--- src/rtl/multicycle_control.sv ---
// Control FSM for the shared multicycle datapath (one memory, one ALU), full ISA incl. link/branch ops.
// Latency: outputs decode the current state in the same cycle; 3-5 cycles per instruction plus memory stalls.
// Backpressure: FETCH/MEMRD/MEMWR hold with access strobes steady until mem_ready is sampled high.
module multicycle_control #(
   parameter int CNT_W = 32
) (
   input  logic             clk,
   input  logic             rst_n,
   input  logic [5:0]       opcode,
   input  logic [5:0]       funct,
   input  logic             mem_ready,
   input  logic             cond_taken,
   output logic             pc_write,
   output logic             pc_write_cond,
   output logic             iord,
   output logic             mem_read,
   output logic             mem_write,
   output logic             ir_write,
   output logic             regwrite,
   output logic             memtoreg,
   output logic             regdest,
   output logic             link_sel,
   output logic             alusrc_a,
   output logic [1:0]       alusrc_b,
   output logic [1:0]       aluop,
   output logic [1:0]       pc_source,
   output logic [2:0]       branch_type,
   output logic             illegal,
   output logic [3:0]       state,
   output logic [CNT_W-1:0] instr_count
);

   typedef enum logic [3:0] {
      S_FETCH  = 4'd0,
      S_DECODE = 4'd1,
      S_MEMADR = 4'd2,
      S_MEMRD  = 4'd3,
      S_MEMWB  = 4'd4,
      S_MEMWR  = 4'd5,
      S_EXEC   = 4'd6,
      S_RWB    = 4'd7,
      S_BRANCH = 4'd8,
      S_BMVBR  = 4'd9,
      S_JALPC  = 4'd10,
      S_LINK   = 4'd11
   } state_t;

   localparam logic [5:0] OP_R     = 6'b000000;
   localparam logic [5:0] OP_LW    = 6'b100011;
   localparam logic [5:0] OP_SW    = 6'b101011;
   localparam logic [5:0] OP_BEQ   = 6'b000100;
   localparam logic [5:0] OP_BMV   = 6'b010110;
   localparam logic [5:0] OP_BALN  = 6'b100000;
   localparam logic [5:0] OP_JALPC = 6'b011111;
   localparam logic [5:0] OP_ORI   = 6'b001101;
   localparam logic [5:0] OP_BLEZ  = 6'b000110;
   localparam logic [5:0] OP_BNEAL = 6'b101101;
   localparam logic [5:0] FN_BALRN = 6'b011000;

   state_t state_q, state_d;
   logic   retire;

   logic is_r, is_balrn, is_ori, is_lw, is_sw, is_bmv;
   logic is_beq, is_blez, is_baln, is_bneal, is_jalpc;

   assign is_r     = (opcode == OP_R);
   assign is_balrn = is_r && (funct == FN_BALRN);
   assign is_ori   = (opcode == OP_ORI);
   assign is_lw    = (opcode == OP_LW);
   assign is_sw    = (opcode == OP_SW);
   assign is_bmv   = (opcode == OP_BMV);
   assign is_beq   = (opcode == OP_BEQ);
   assign is_blez  = (opcode == OP_BLEZ);
   assign is_baln  = (opcode == OP_BALN);
   assign is_bneal = (opcode == OP_BNEAL);
   assign is_jalpc = (opcode == OP_JALPC);

   assign state = state_q;

   // State register and retired-instruction counter; reset aborts any access in flight.
   always_ff @(posedge clk or negedge rst_n) begin
      if (!rst_n) begin
         state_q     <= S_FETCH;
         instr_count <= '0;
      end else begin
         state_q <= state_d;
         if (retire)
            instr_count <= instr_count + {{(CNT_W-1){1'b0}}, 1'b1};
      end
   end

   // Next-state and strobe decode; every output held low while reset is asserted.
   always_comb begin
      state_d       = state_q;
      retire        = 1'b0;
      pc_write      = 1'b0;
      pc_write_cond = 1'b0;
      iord          = 1'b0;
      mem_read      = 1'b0;
      mem_write     = 1'b0;
      ir_write      = 1'b0;
      regwrite      = 1'b0;
      memtoreg      = 1'b0;
      regdest       = 1'b0;
      link_sel      = 1'b0;
      alusrc_a      = 1'b0;
      alusrc_b      = 2'b00;
      aluop         = 2'b00;
      pc_source     = 2'b00;
      branch_type   = 3'd0;
      illegal       = 1'b0;
      if (rst_n) begin
         case (state_q)
            S_FETCH: begin
               mem_read = 1'b1;
               alusrc_b = 2'b01;
               if (mem_ready) begin
                  ir_write = 1'b1;
                  pc_write = 1'b1;
                  state_d  = S_DECODE;
               end
            end
            S_DECODE: begin
               alusrc_b = 2'b11;
               if ((is_r && !is_balrn) || is_ori)
                  state_d = S_EXEC;
               else if (is_lw || is_sw || is_bmv)
                  state_d = S_MEMADR;
               else if (is_beq || is_blez || is_baln || is_bneal || is_balrn)
                  state_d = S_BRANCH;
               else if (is_jalpc)
                  state_d = S_JALPC;
               else begin
                  // Undefined opcode: drop it without counting it as retired.
                  illegal = 1'b1;
                  state_d = S_FETCH;
               end
            end
            S_MEMADR: begin
               alusrc_a = 1'b1;
               alusrc_b = 2'b10;
               state_d  = is_sw ? S_MEMWR : S_MEMRD;
            end
            S_MEMRD: begin
               mem_read = 1'b1;
               iord     = 1'b1;
               if (mem_ready)
                  state_d = is_bmv ? S_BMVBR : S_MEMWB;
            end
            S_MEMWB: begin
               regwrite = 1'b1;
               memtoreg = 1'b1;
               state_d  = S_FETCH;
               retire   = 1'b1;
            end
            S_MEMWR: begin
               mem_write = 1'b1;
               iord      = 1'b1;
               if (mem_ready) begin
                  state_d = S_FETCH;
                  retire  = 1'b1;
               end
            end
            S_EXEC: begin
               alusrc_a = 1'b1;
               if (is_ori) begin
                  alusrc_b = 2'b10;
                  aluop    = 2'b11;
               end else begin
                  alusrc_b = 2'b00;
                  aluop    = 2'b10;
               end
               state_d = S_RWB;
            end
            S_RWB: begin
               regwrite = 1'b1;
               regdest  = is_r;
               state_d  = S_FETCH;
               retire   = 1'b1;
            end
            S_BRANCH: begin
               alusrc_a      = 1'b1;
               aluop         = 2'b01;
               pc_write_cond = 1'b1;
               pc_source     = 2'b01;
               if (is_balrn)      branch_type = 3'd5;
               else if (is_bneal) branch_type = 3'd3;
               else if (is_baln)  branch_type = 3'd2;
               else if (is_blez)  branch_type = 3'd1;
               else               branch_type = 3'd0;
               // Linking branches spend one extra cycle writing the return address.
               if (cond_taken && (is_baln || is_bneal || is_balrn)) begin
                  state_d = S_LINK;
               end else begin
                  state_d = S_FETCH;
                  retire  = 1'b1;
               end
            end
            S_BMVBR: begin
               pc_write_cond = 1'b1;
               pc_source     = 2'b11;
               branch_type   = 3'd4;
               state_d       = S_FETCH;
               retire        = 1'b1;
            end
            S_JALPC: begin
               regwrite  = 1'b1;
               link_sel  = 1'b1;
               pc_write  = 1'b1;
               pc_source = 2'b10;
               state_d   = S_FETCH;
               retire    = 1'b1;
            end
            S_LINK: begin
               regwrite = 1'b1;
               link_sel = 1'b1;
               regdest  = is_balrn;
               state_d  = S_FETCH;
               retire   = 1'b1;
            end
            default: state_d = S_FETCH;
         endcase
      end
   end

endmodule

--- config.mk ---
export PLATFORM = sky130hd
export DESIGN_NAME = multicycle_control
export DESIGN_NICKNAME = d
export VERILOG_FILES = /design/src/rtl/multicycle_control.sv
export SDC_FILE = /design/constraint.sdc
export NUM_CORES = 1
export LEC_CHECK = 0
export CORE_MARGIN = 2
export CORE_UTILIZATION = 46
export CTS_BUF_LIST = sky130_fd_sc_hd__clkbuf_8
export DETAILED_ROUTE_END_ITERATION = 10
export GPL_ROUTABILITY_DRIVEN = 0
export PLACE_DENSITY = 0.84
export SYNTH_ARGS = -nofsm -noshare
export SYNTH_HDL_FRONTEND = slang
export SYNTH_SLANG_ARGS = --single-unit
export TNS_END_PERCENT = 30
--- constraint.sdc ---
create_clock -name clk -period 2.57 [get_ports clk]
set_clock_uncertainty 0.05 [all_clocks]
set_input_delay 0.514 -clock clk [delete_from_list [all_inputs] [get_ports clk]]
set_output_delay 0.514 -clock clk [all_outputs]
set_load 0.01 [all_outputs]
==> flow_summary_export.csv <==
group,metric,value,unit
setup_path,critPathMaxStageDelay,0.55,ns
global_routing,grt_pass1_vias,2266,
timing,max_freq,399,MHz
timing,period_minus_slack,2.50,ns
power_and_ir_drop,p_comb_share,43.2,%
synthesis,syn-num-nets,285,
power_and_ir_drop,seqPwrFrac,35.9,%
setup_path,critPathBufInv,3,
timing,slew_headroom,60.9,%
route,drc,0,
global_routing,antenna_found_initial,0,
worst_hold_path,hp-class,"in -> async",
timing,grt_setup_unrepaired,"no",
run,maxCapViolCount,0,
layout,area_growth,49.7,%
setup_path,cp.required,2.01,ns
clock_network,clk_latency,0.29,ns
synthesis,synth-seq-cells,36,
power_and_ir_drop,finalPower,1.89,mW
run_status,status,"finished clean",
synthesis,synthFlopType,"dfrtp_1",
setup_path,cp_top_family,"simple AND/OR/NAND/NOR gates",
synthesis,syn_inst,268,
timing,post-route-period-util,97.4,%
clock_network,clkTransAtPathRegs,0.08,ns
synthesis,synth_cell_types,48,
clock_network,h-tree-depth,2,
die,num_rows,26,
timing,worst_pin_slew,0.581,ns
placement,dp_hpwl,4820,µm
timing,hold_violations,0,
clock_network,clk_path_buf_depth,2,
timing,setup_viol,0,
route,highest_layer,"met4",
setup_path,path_cells,"clkbuf_2 > or4b_4 > nor4_4 > buf_4 > nor3_4 > nand2_1 > nor4_1 > buf_2",
layout,finish.instance_area,0.00353,mm²
clock_network,cts_tree,"done",
die,fp.dieW,75.6,µm
setup_path,worstSetupStartpointType,"input pin",
power_and_ir_drop,p_leak,1.67,nW
global_routing,grt_usage,24.6,%
layout,final_common_cell,"clkdlybuf4s50_1",
setup_path,rr_startpoint,"state[0]",
setup_path,critPathKind,"in -> out",
route,antenna_left,0,
placement,portBuffers,72,
global_routing,grt_overflow_total,0,
route,firstDrtPassIters,4,
layout,drive_above_1_share,23.4,%
placement,place_area,0.00333,mm²
synthesis,synth_area,0.00236,mm²
layout,fin_util,70.0,%
route,wl_per_cell,15.8,µm
route,wl_met2,3440,µm
clock_network,cts.hold.buffers_added,0,
synthesis,synth_largest_area_cell,"dfrtp_1",
route,drt_iter0_drc,120,
power_and_ir_drop,power.internal,1.20,mW
setup_path,worstPathArrival,1.94,ns
layout,mostFrequentLayoutCells,"clkdlybuf4s50_1, dfrtp_1, buf_4",
setup_path,startpoint,"funct[1]",
global_routing,grt_max_degree,28,
timing,drv_slew,0,
route,m1WireLength,2910,µm
die,die_h,75.6,µm
power_and_ir_drop,power.net_switching,691,µW
synthesis,yosysTopAreaCellShare,38.2,%
power_and_ir_drop,p_clk_share,20.9,%
layout,fill_cells,357,
layout,nets,388,
power_and_ir_drop,p_sw_share,36.6,%
power_and_ir_drop,p_per_area,535,mW/mm²
setup_path,crit_slowest_cell,"or4b_4",
route,vias,2467,
power_and_ir_drop,irDropWorstVdd,0.000376,V
route,vias_per_cell,5.58,
route,wl_met3,474,µm
layout,n_antenna_cell,0,
clock_network,clock-root-buffer,"clkbuf_8",
die,initial_core_util,46.8,%
setup_path,cp_max_fo,2,
synthesis,async_flop_share,100,%
die,io_pins,73,
setup_path,worstSetupEndpointType,"output port",
global_routing,grt_pass1_wl,10600,µm
synthesis,yosysSeqAreaShare,38.2,%
die,die_area,0.00572,mm²
synthesis,ys_top_cells_by_area,"dfrtp_1, xor2_1, nand2_1",
timing,hold_ws,0.0396,ns
clock_network,cts_sinks,36,
clock_network,cts_made_buffers,5,
timing,totalNegativeSetupSlack,0,ns
synthesis,ys_warn_count,0,
route,wl,7000,µm
synthesis,synth_edf_count,0,
synthesis,syn_area_per_cell,8.80,µm²
die,design.core.area,0.00504,mm²
[layer usage]
metal  up-vias  GRT usage, %
met3        19          4.10
met4         0          11.1
met2       124          39.2
li1       1153             -
met1      1171          32.9
met5         -             0
[final cells by class]
| cell class | instances | area [µm²] | area share (%) |
|---|---|---|---|
| clock buffer | 5 | 68.8 | 1.95 |
| clock inverter | 3 | 18.8 | 0.532 |
| inverter | 7 | 26.3 | 0.744 |
| multi-input combinational | 211 | 1440 | 40.8 |
| sequential | 36 | 902 | 25.6 |
| tap | 70 | 87.6 | 2.48 |
| timing repair buffer | 110 | 987 | 28.0 |
[metrics by stage]
step                      setup slack, ns  cells
after floorplan                     0.162    268
after global routing              0.00621    442
after CTS                         0.00524    443
final                              0.0663    442
after global placement             -0.621    428
after detailed placement           -0.661    428
[state kept, by name, summed over array words and instances (netlist names)]
register / cells
state: 4
instr_count: 32
[worst paths after layout]
kind	endpoint	slack, ns	depth (start not counted)
min in group clk	instr_count[31]	0.43	1
hold / removal	state[3]	0.04	1
setup / recovery	illegal	0.07	8
setup reg to reg	instr_count[8]	0.27	7
hold reg to reg	instr_count[31]	0.43	1
max in group asynchronous	instr_count[27]	1.78	2
[Yosys cell counts, types with 2 or more instances]
| cell type | count |
|---|---|
| or2_2 | 3 |
| nand2_1 | 28 |
| a21oi_1 | 10 |
| clkbuf_1 | 5 |
| nand3_1 | 11 |
| o21ai_0 | 5 |
| nor3b_1 | 3 |
| dfrtp_1 | 36 |
| xnor2_1 | 3 |
| nor2_1 | 28 |
| and3_1 | 3 |
| nand4_1 | 8 |
| nor2b_1 | 5 |
| o22ai_1 | 2 |
| nor4b_1 | 3 |
| nand2b_1 | 8 |
| o32ai_1 | 2 |
| buf_1 | 2 |
| o31ai_1 | 4 |
| xor2_1 | 30 |
| o21bai_1 | 2 |
| nor4_1 | 8 |
| inv_1 | 7 |
| buf_6 | 4 |
| or3_1 | 3 |
| buf_2 | 2 |
| or3_4 | 2 |
| and4_1 | 4 |
| nor3_1 | 18 |
[kinds of logic (layout without fill, tap and decap cells)]
family | count (synthesis) | after routing | synth area share, %
DFF | 36 | 36 | 38.2
muxes | 2 | 2 | 0.955
buffers and inverters | 21 | 125 | 4.88
xor gates and xnor gates | 33 | 33 | 12.3
AOI/OAI and AO/OA | 35 | 35 | 11.1
adders and majority gates | 1 | 1 | 0.530
and+or+nand+nor | 140 | 140 | 32.0
[timing repair]
item,in CTS,in global routing
pin swaps,8,11
gates resized for setup,54,23
buffers inserted,6,1
setup endpoints to repair,42,34
cloned,2,0
[power groups by stage]
stage / clock (mW) / combinational, mW / sequential (mW)
after global placement: 0 / 0.767 / 0.678
after detailed placement: 0 / 0.787 / 0.681
after CTS: 0.401 / 0.824 / 0.672
after global routing: 0.427 / 0.886 / 0.687
final: 0.394 / 0.816 / 0.678
after floorplan: 0 / 0.434 / 0.665
Note: power is estimated with default switching activity, not from simulation.
